`config.mk`:
```
export PLATFORM = sky130hd
export DESIGN_NAME = fbp_array_loader
export DESIGN_NICKNAME = d
export VERILOG_FILES = /design/src/rtl/fbp_array_loader.sv
export SDC_FILE = /design/constraint.sdc
export NUM_CORES = 1
export LEC_CHECK = 0
export CORE_MARGIN = 10
export CORE_UTILIZATION = 40
export CTS_BUF_LIST = sky130_fd_sc_hd__clkbuf_8
export DETAILED_ROUTE_END_ITERATION = 6
export MAX_ROUTING_LAYER = met4
export PLACE_DENSITY = 0.78
export SLEW_MARGIN = 0
export SYNTH_ARGS = -nofsm -noshare
export SYNTH_HDL_FRONTEND = slang
export SYNTH_SLANG_ARGS = --single-unit
```
`constraint.sdc`:
```
create_clock -name clk -period 6.5 [get_ports clk]
set_clock_uncertainty 0.1 [all_clocks]
set_input_delay 1.3 -clock clk [delete_from_list [all_inputs] [get_ports clk]]
set_output_delay 1.3 -clock clk [all_outputs]
set_load 0.02 [all_outputs]
```
`src/rtl/fbp_array_loader.sv`:
```
// fbp_array_loader: assembles the find_bit_pattern page array from a word
// stream, holds the four match patterns, and sequences the block epochs
// (one strobe per block plus a final aggregation flush) before signalling
// frame completion.
module fbp_array_loader #(
    parameter int WORD_W    = 32,
    parameter int ARR_SIZE  = 288,
    parameter int P_SIZE    = 12,
    parameter int NOB       = 3,
    parameter int NOB_WIDTH = 2,
    parameter int GAP       = 3
) (
    input  logic                  clk,
    input  logic                  rst,
    input  logic                  cfg_we,
    input  logic [1:0]            cfg_sel,
    input  logic [P_SIZE-1:0]     cfg_data,
    input  logic                  s_valid,
    output logic                  s_ready,
    input  logic [WORD_W-1:0]     s_data,
    input  logic                  s_last,
    output logic [ARR_SIZE-1:0]   a,
    output logic [P_SIZE-1:0]     x1,
    output logic [P_SIZE-1:0]     x2,
    output logic [P_SIZE-1:0]     x3,
    output logic [P_SIZE-1:0]     x4,
    output logic [NOB_WIDTH:0]    b_idx,
    output logic                  put_global_array,
    output logic                  busy,
    output logic                  done,
    output logic                  done_err
);

    localparam int NWORDS = ARR_SIZE / WORD_W;
    localparam int CNT_W  = $clog2(NWORDS + 1);
    localparam int GAP_W  = (GAP > 1) ? $clog2(GAP + 1) : 1;
    localparam logic [CNT_W-1:0]   LAST_WORD = CNT_W'(NWORDS - 1);
    localparam logic [GAP_W-1:0]   GAP_LAST  = GAP_W'(GAP - 1);
    localparam logic [NOB_WIDTH:0] LAST_BLK  = (NOB_WIDTH + 1)'(NOB - 1);

    typedef enum logic [2:0] {
        S_LOAD  = 3'd0,
        S_PULSE = 3'd1,
        S_WAIT  = 3'd2,
        S_FLUSH = 3'd3,
        S_DONE  = 3'd4
    } state_t;

    state_t                r_state;
    state_t                w_state_nxt;
    logic [CNT_W-1:0]      r_cnt;
    logic [GAP_W-1:0]      r_wcnt;
    logic [ARR_SIZE-1:0]   r_a;
    logic [P_SIZE-1:0]     r_x1;
    logic [P_SIZE-1:0]     r_x2;
    logic [P_SIZE-1:0]     r_x3;
    logic [P_SIZE-1:0]     r_x4;
    logic [NOB_WIDTH:0]    r_b_idx;
    logic                  r_pga;
    logic                  r_done;
    logic                  r_done_err;
    logic                  r_err;
    logic                  r_flushed;

    logic                  w_accept;
    logic                  w_frame_end;
    logic                  w_wait_end;
    logic                  w_frame_bad;

    // A word is taken only in LOAD and never while reset is asserted.
    assign w_accept    = s_valid && (r_state == S_LOAD) && !rst;
    // The frame closes on s_last or on the final word slot, whichever is first.
    assign w_frame_end = w_accept && (s_last || (r_cnt == LAST_WORD));
    // Length is wrong if s_last comes early or never comes by the final slot.
    assign w_frame_bad = (s_last && (r_cnt != LAST_WORD)) || (!s_last && (r_cnt == LAST_WORD));
    assign w_wait_end  = (r_state == S_WAIT) && (r_wcnt == GAP_LAST);

    // State register for the epoch sequencer.
    always_ff @(posedge clk) begin
        if (rst) begin
            r_state <= S_LOAD;
        end else begin
            r_state <= w_state_nxt;
        end
    end

    // Next-state decode: load, then one pulse per block, one flush, done.
    always_comb begin
        w_state_nxt = r_state;
        case (r_state)
            S_LOAD: begin
                if (w_frame_end) begin
                    w_state_nxt = S_PULSE;
                end else begin
                    w_state_nxt = S_LOAD;
                end
            end
            S_PULSE: w_state_nxt = S_WAIT;
            S_WAIT: begin
                if (!w_wait_end) begin
                    w_state_nxt = S_WAIT;
                end else if (r_b_idx < LAST_BLK) begin
                    w_state_nxt = S_PULSE;
                end else if (!r_flushed) begin
                    w_state_nxt = S_FLUSH;
                end else begin
                    w_state_nxt = S_DONE;
                end
            end
            S_FLUSH: w_state_nxt = S_WAIT;
            S_DONE:  w_state_nxt = S_LOAD;
            default: w_state_nxt = S_LOAD;
        endcase
    end

    // Datapath: array assembly, pattern registers, epoch counters, strobes.
    always_ff @(posedge clk) begin
        if (rst) begin
            r_cnt      <= '0;
            r_wcnt     <= '0;
            r_a        <= '0;
            r_x1       <= '0;
            r_x2       <= '0;
            r_x3       <= '0;
            r_x4       <= '0;
            r_b_idx    <= '0;
            r_pga      <= 1'b0;
            r_done     <= 1'b0;
            r_done_err <= 1'b0;
            r_err      <= 1'b0;
            r_flushed  <= 1'b0;
        end else begin
            // Patterns only change while idle so a scan sees stable values.
            if (cfg_we && (r_state == S_LOAD)) begin
                case (cfg_sel)
                    2'd0:    r_x1 <= cfg_data;
                    2'd1:    r_x2 <= cfg_data;
                    2'd2:    r_x3 <= cfg_data;
                    2'd3:    r_x4 <= cfg_data;
                    default: r_x1 <= r_x1;
                endcase
            end

            r_pga      <= (w_state_nxt == S_PULSE) || (w_state_nxt == S_FLUSH);
            r_done     <= (w_state_nxt == S_DONE);
            r_done_err <= (w_state_nxt == S_DONE) && r_err;

            case (r_state)
                S_LOAD: begin
                    if (w_accept) begin
                        for (int i = 0; i < NWORDS; i++) begin
                            if (r_cnt == CNT_W'(i)) begin
                                r_a[ARR_SIZE-1-i*WORD_W -: WORD_W] <= s_data;
                            end
                        end
                        r_cnt <= r_cnt + CNT_W'(1);
                    end
                    if (w_frame_end) begin
                        r_err   <= w_frame_bad;
                        r_b_idx <= '0;
                        r_wcnt  <= '0;
                    end
                end
                S_WAIT: begin
                    if (w_wait_end) begin
                        r_wcnt <= '0;
                        if (r_b_idx < LAST_BLK) begin
                            r_b_idx <= r_b_idx + (NOB_WIDTH + 1)'(1);
                        end else if (!r_flushed) begin
                            r_flushed <= 1'b1;
                        end
                    end else begin
                        r_wcnt <= r_wcnt + GAP_W'(1);
                    end
                end
                S_DONE: begin
                    r_a       <= '0;
                    r_cnt     <= '0;
                    r_err     <= 1'b0;
                    r_b_idx   <= '0;
                    r_flushed <= 1'b0;
                end
                default: begin
                    r_wcnt <= r_wcnt;
                end
            endcase
        end
    end

    assign s_ready          = !rst && (r_state == S_LOAD);
    assign busy             = (r_state != S_LOAD);
    assign a                = r_a;
    assign x1               = r_x1;
    assign x2               = r_x2;
    assign x3               = r_x3;
    assign x4               = r_x4;
    assign b_idx            = r_b_idx;
    assign put_global_array = r_pga;
    assign done             = r_done;
    assign done_err         = r_done_err;

endmodule

```
**Yosys cells after proc, flatten, opt, wreduce, memory -nomap -nowiden**

Index checks and enable logic that the tools add are counted.

- Equal/unequal tests: 34
- Mux-type cells: 30
- Add/sub/neg operators: 3
- Reduce and logical (&&, ||, !) cells: 41
- Magnitude comparators: 1

Operators with widths:

| operator | count |
|---|---|
| 288-bit one-hot mux with 2 select lines | 1 |
| 288-bit 2-to-1 mux | 1 |
| 32-bit 2-to-1 mux | 9 |
| 3-bit AND reduction | 10 |
| 2-bit by 1-bit != test with 1-bit output (second input constant) | 10 |
| 3-bit 2-to-1 mux | 6 |
| 3-bit one-hot mux with 3 select lines | 2 |
| 4-bit by 3-bit == test with 1-bit output (second input constant) | 4 |
| 2-bit AND reduction | 7 |
| 3-bit by 2-bit == test with 1-bit output (second input constant) | 3 |
| 1-bit logical AND | 9 |
| 4-bit by 2-bit == test with 1-bit output (second input constant) | 2 |
| 2-bit != test (second input constant) | 4 |
| 4-bit one-hot mux with 2 select lines | 1 |
| 2-bit == test (second input constant) | 3 |
| 3-bit by 1-bit == test with 1-bit output (second input constant) | 2 |
| 3-bit == test (second input constant) | 2 |
| 2-bit nonzero test | 3 |
| 3-bit nonzero test | 2 |
| 4-bit by 1-bit adder with 4-bit output (second input constant) | 1 |
| 4-bit by 1-bit == test with 1-bit output (second input constant) | 1 |
| 4-bit == test (second input constant) | 1 |
| 4-bit zero test | 1 |
| 1-bit 2-to-1 mux | 4 |
| 15 further kinds | 20 |

- Register bits after elaboration: 353
- Word-level logic and storage cells: 131
- Output and inout bits: 344
- Input port bits: 51

**Logic depth before layout (Yosys ltp)**

- Depth after elaboration: 8
- Depth in mapped cells: 8
- Mapped depth without buffers: 8

**Worst setup path after synthesis**

No wires, ideal clock.

- Kind: input -> output
- From: input rst
- To: output s_ready
- Slack: 3427 ps
- Data required time: 5100 ps
- Arrival: 1673 ps
- Cell stages on the path: 1
- Cell sequence: nor4_4

- Cells in the longest elaborated chain, start to end: 2

Ends and longest elaborated chain:

| what | line | text |
|---|---|---|
| start, declared | 14 | `input logic rst,` |
| 1-bit zero test | 190 | `assign s_ready = !rst && (r_state == S_LOAD);` |
| 1-bit logical AND | 190 |  |
| end, declared | 19 | `output logic s_ready,` |

No other way between the ends.

**Worst setup path after layout**

Same ends and word-level chain as after synthesis.

==> flow_metrics.tcl <==
set metrics [dict create \
    arrival_ns 2.45 \
    ioPinCount 395 \
    synth.avg_cell_area_um2 9.47 \
    cts_buffer_depth 3 \
    dieWidth_um 195 \
    portBuffers 394 \
    vdd_ir_drop_max_uv 155 \
    synth-edff-count 0 \
    path_cells "buf_2, nor4_4, clkdlybuf4s50_1" \
    root_buffer "clkbuf_8" \
    track_usage 0.223 \
    min_from "a[195]" \
    vias 11000 \
    synth_nets 1345 \
    antenna_cells 0 \
    drv_cap 0 \
    routedWlPerCell_um 21.0 \
    end_kind "output pin" \
    postRouteAntennaNets 0 \
    ys_ff_latch 353 \
    drive_above_1_share 0.0762 \
    reg2regPathDepth 6 \
    clk_pin_slew_worst_paths_ns 0.06 \
    synthDistinctLibCells 46 \
    power_leakage_nw 6.43 \
    grt_max_degree 151 \
    drv_slew 0 \
    r2r_slack_ns 3.37 \
    min_path_type "flip-flop to flip-flop" \
    area_growth_pct 43.8 \
    finalSetupTns_ns 0 \
    cp-start-kind "input port" \
    hold_viol 0 \
    clock_sink_count 353 \
    die_h_um 195 \
    initial_core_util 0.408 \
    antenna_found_initial 0 \
    gp_congestion 0.816 \
    rr_startpoint "r_state[1]" \
    yosys_warnings 0 \
    cts_tree "done" \
    synthCells 1288 \
    drt_iter0_markers 707 \
    cts_setup_buffers 0 \
    overflow 0 \
    core_area_mm2 0.0299 \
    worst-setup-path-type "input port to output pin" \
    syn_area_mm2 0.0122 \
    hold_depth 2 \
    drtPass1Iterations 5 \
    crit_required_ns 5.10 \
    final_nets 1704 \
    vias_per_cell 5.25 \
    rr_endpoint "a[145]" \
    setup_viol 0 \
    cts_hold_buffers 0 \
    path_buf_inv 2 \
    synthFlopType "dfxtp_1" \
    relSlewSlack 0.247 \
    drcViolationCount 0 \
    holdPathEnd "a[195]" \
    rows 63 \
    timing.final.ws_setup_ns 2.65 \
    finish.utilization 0.588 \
    ctsResizeCount 0 \
    critPathTopFamily "buffers and inverters" \
    slowest_delay_ns 0.70 \
    fin_crit_ns 3.85 \
    finalCritPeriodShare 0.592 \
    rsz0062_at_grt "no" \
    status "completed" \
    crit_fanout 6 \
    dieArea_mm2 0.0379 \
    synthArstFlopShare 0 \
    max_freq_ghz 0.260 \
    clk_latency_ns 0.56 \
    yosysSeqAreaShare 0.579 \
    ctsHtreeMaxLevel 2 \
    whs_ns 0.359 \
    routed_wl_um 43800 \
    grt_pass1_wl_um 65600 \
    slowest_stage "clkdlybuf4s50_1" \
    cts_made_buffers 56 \
    place_ws_ns 2.54 \
    powerDensity_mw_per_mm2 254 \
    tightest_slew_ns 1.13 \
    dp_hpwl_um 31100 \
    grt_pass1_vias 10700 \
]
==> where the power goes <==
| part | total (mW) | internal [mW] | switching (mW) |
|---|---|---|---|
| Combinational | 0.295 | 0.106 | 0.189 |
| Sequential | 2.21 | 2.19 | 0.0178 |
| Clock | 1.95 | 1.08 | 0.862 |
==> cell usage after synthesis (3+ instances only) <==
master	instances	area share
a31oi_1	4	0.0021
nand2_1	93	0.029
nand2_2	5	0.0026
nor3_1	5	0.0021
buf_1	9	0.0028
a21oi_1	7	0.0029
ha_1	6	0.0062
mux2i_1	88	0.072
nor3b_1	3	0.0018
inv_1	7	0.0022
nor2_1	65	0.020
a31oi_2	7	0.0072
o21ai_0	224	0.092
o21ai_1	24	0.0098
buf_4	6	0.0037
clkbuf_1	57	0.018
nand3_1	255	0.10
buf_2	33	0.014
nor2b_1	3	0.0015
dfxtp_1	353	0.58
==> worst max path at each step <==
| stage | startpoint | cells after the start | to | slack (ns) |
|---|---|---|---|---|
| floorplan | rst | 1 | s_ready | 3.43 |
| global placement | rst | 8 | a[51] | 2.59 |
| detailed placement | rst | 8 | a[42] | 2.54 |
| CTS | rst | 3 | s_ready | 2.65 |
| global route | r_state[1] | 2 | s_ready | 2.59 |
| finish | rst | 3 | s_ready | 2.65 |
==> registers in the layout, indices dropped and copies added (netlist names), 2 cells and up <==
signal / cells
a: 288
x1: 12
x2: 12
x3: 12
x4: 12
r_cnt: 4
b_idx: 3
r_state: 3
r_wcnt: 2
==> cells by family (layout without fill, tap and decap cells) <==
kind of cell,Yosys count,count (layout),share of synthesized area
xor gates and xnor gates,3,3,0.00215
DFF,353,353,0.579
muxes,90,90,0.0740
buffers and inverters,114,520,0.0410
AOI/OAI and AO/OA,272,272,0.118
and+or+nand+nor,450,450,0.180
adders and majority gates,6,6,0.00615
==> metal layers <==
metal / part of all wire / global-route usage / up-vias
met4: 0.028 / 0.0713 / 0
met1: 0.40 / 0.258 / 5187
li1: - / - / 5213
met2: 0.46 / 0.349 / 480
met5: 0 / - / -
met3: 0.11 / 0.0855 / 70
==> placed cells by master, fill, tap and decap left out, types with 7 or more instances in the layout <==
cell type	count
a31oi_4	7
o21ai_1	24
dfxtp_1	353
mux2i_1	88
a21oi_1	7
inv_1	25
clkdlybuf4s50_1	393
nand3_1	255
nand2_1	93
buf_4	14
clkbuf_8	76
o21ai_0	224
nor2_1	65
==> cell type report <==
cell class / instances / area [um^2]
multi-input cells: 821 / 4710
clock inverters: 29 / 165
clock buffers: 76 / 1050
flip-flops and latches: 353 / 7070
inverters: 7 / 33.8
repair buffers: 408 / 4040
well taps: 390 / 488
fillers: 2552 / 12300
==> worst reg2reg max path, delay by kind of cell (launching register included) <==
family / cells / cell delay [ns]
AO/OA/AOI/OAI: 1 / 0.33
buffers and inverters: 2 / 0.73
AND/OR/NAND/NOR: 3 / 1.03
flip-flops: 1 / 0.85
==> per-stage QoR <==
step,area (um^2),power (mW),instances
2_1_floorplan,12200,2.40,1288
3_3_place_gp,16300,2.55,1979
5_1_grt,17600,4.61,2084
4_1_cts,17600,4.49,2084
3_5_place_dp,16300,2.55,1979
6_report,17600,4.45,2084
Note: power is estimated with default switching activity, not from simulation.
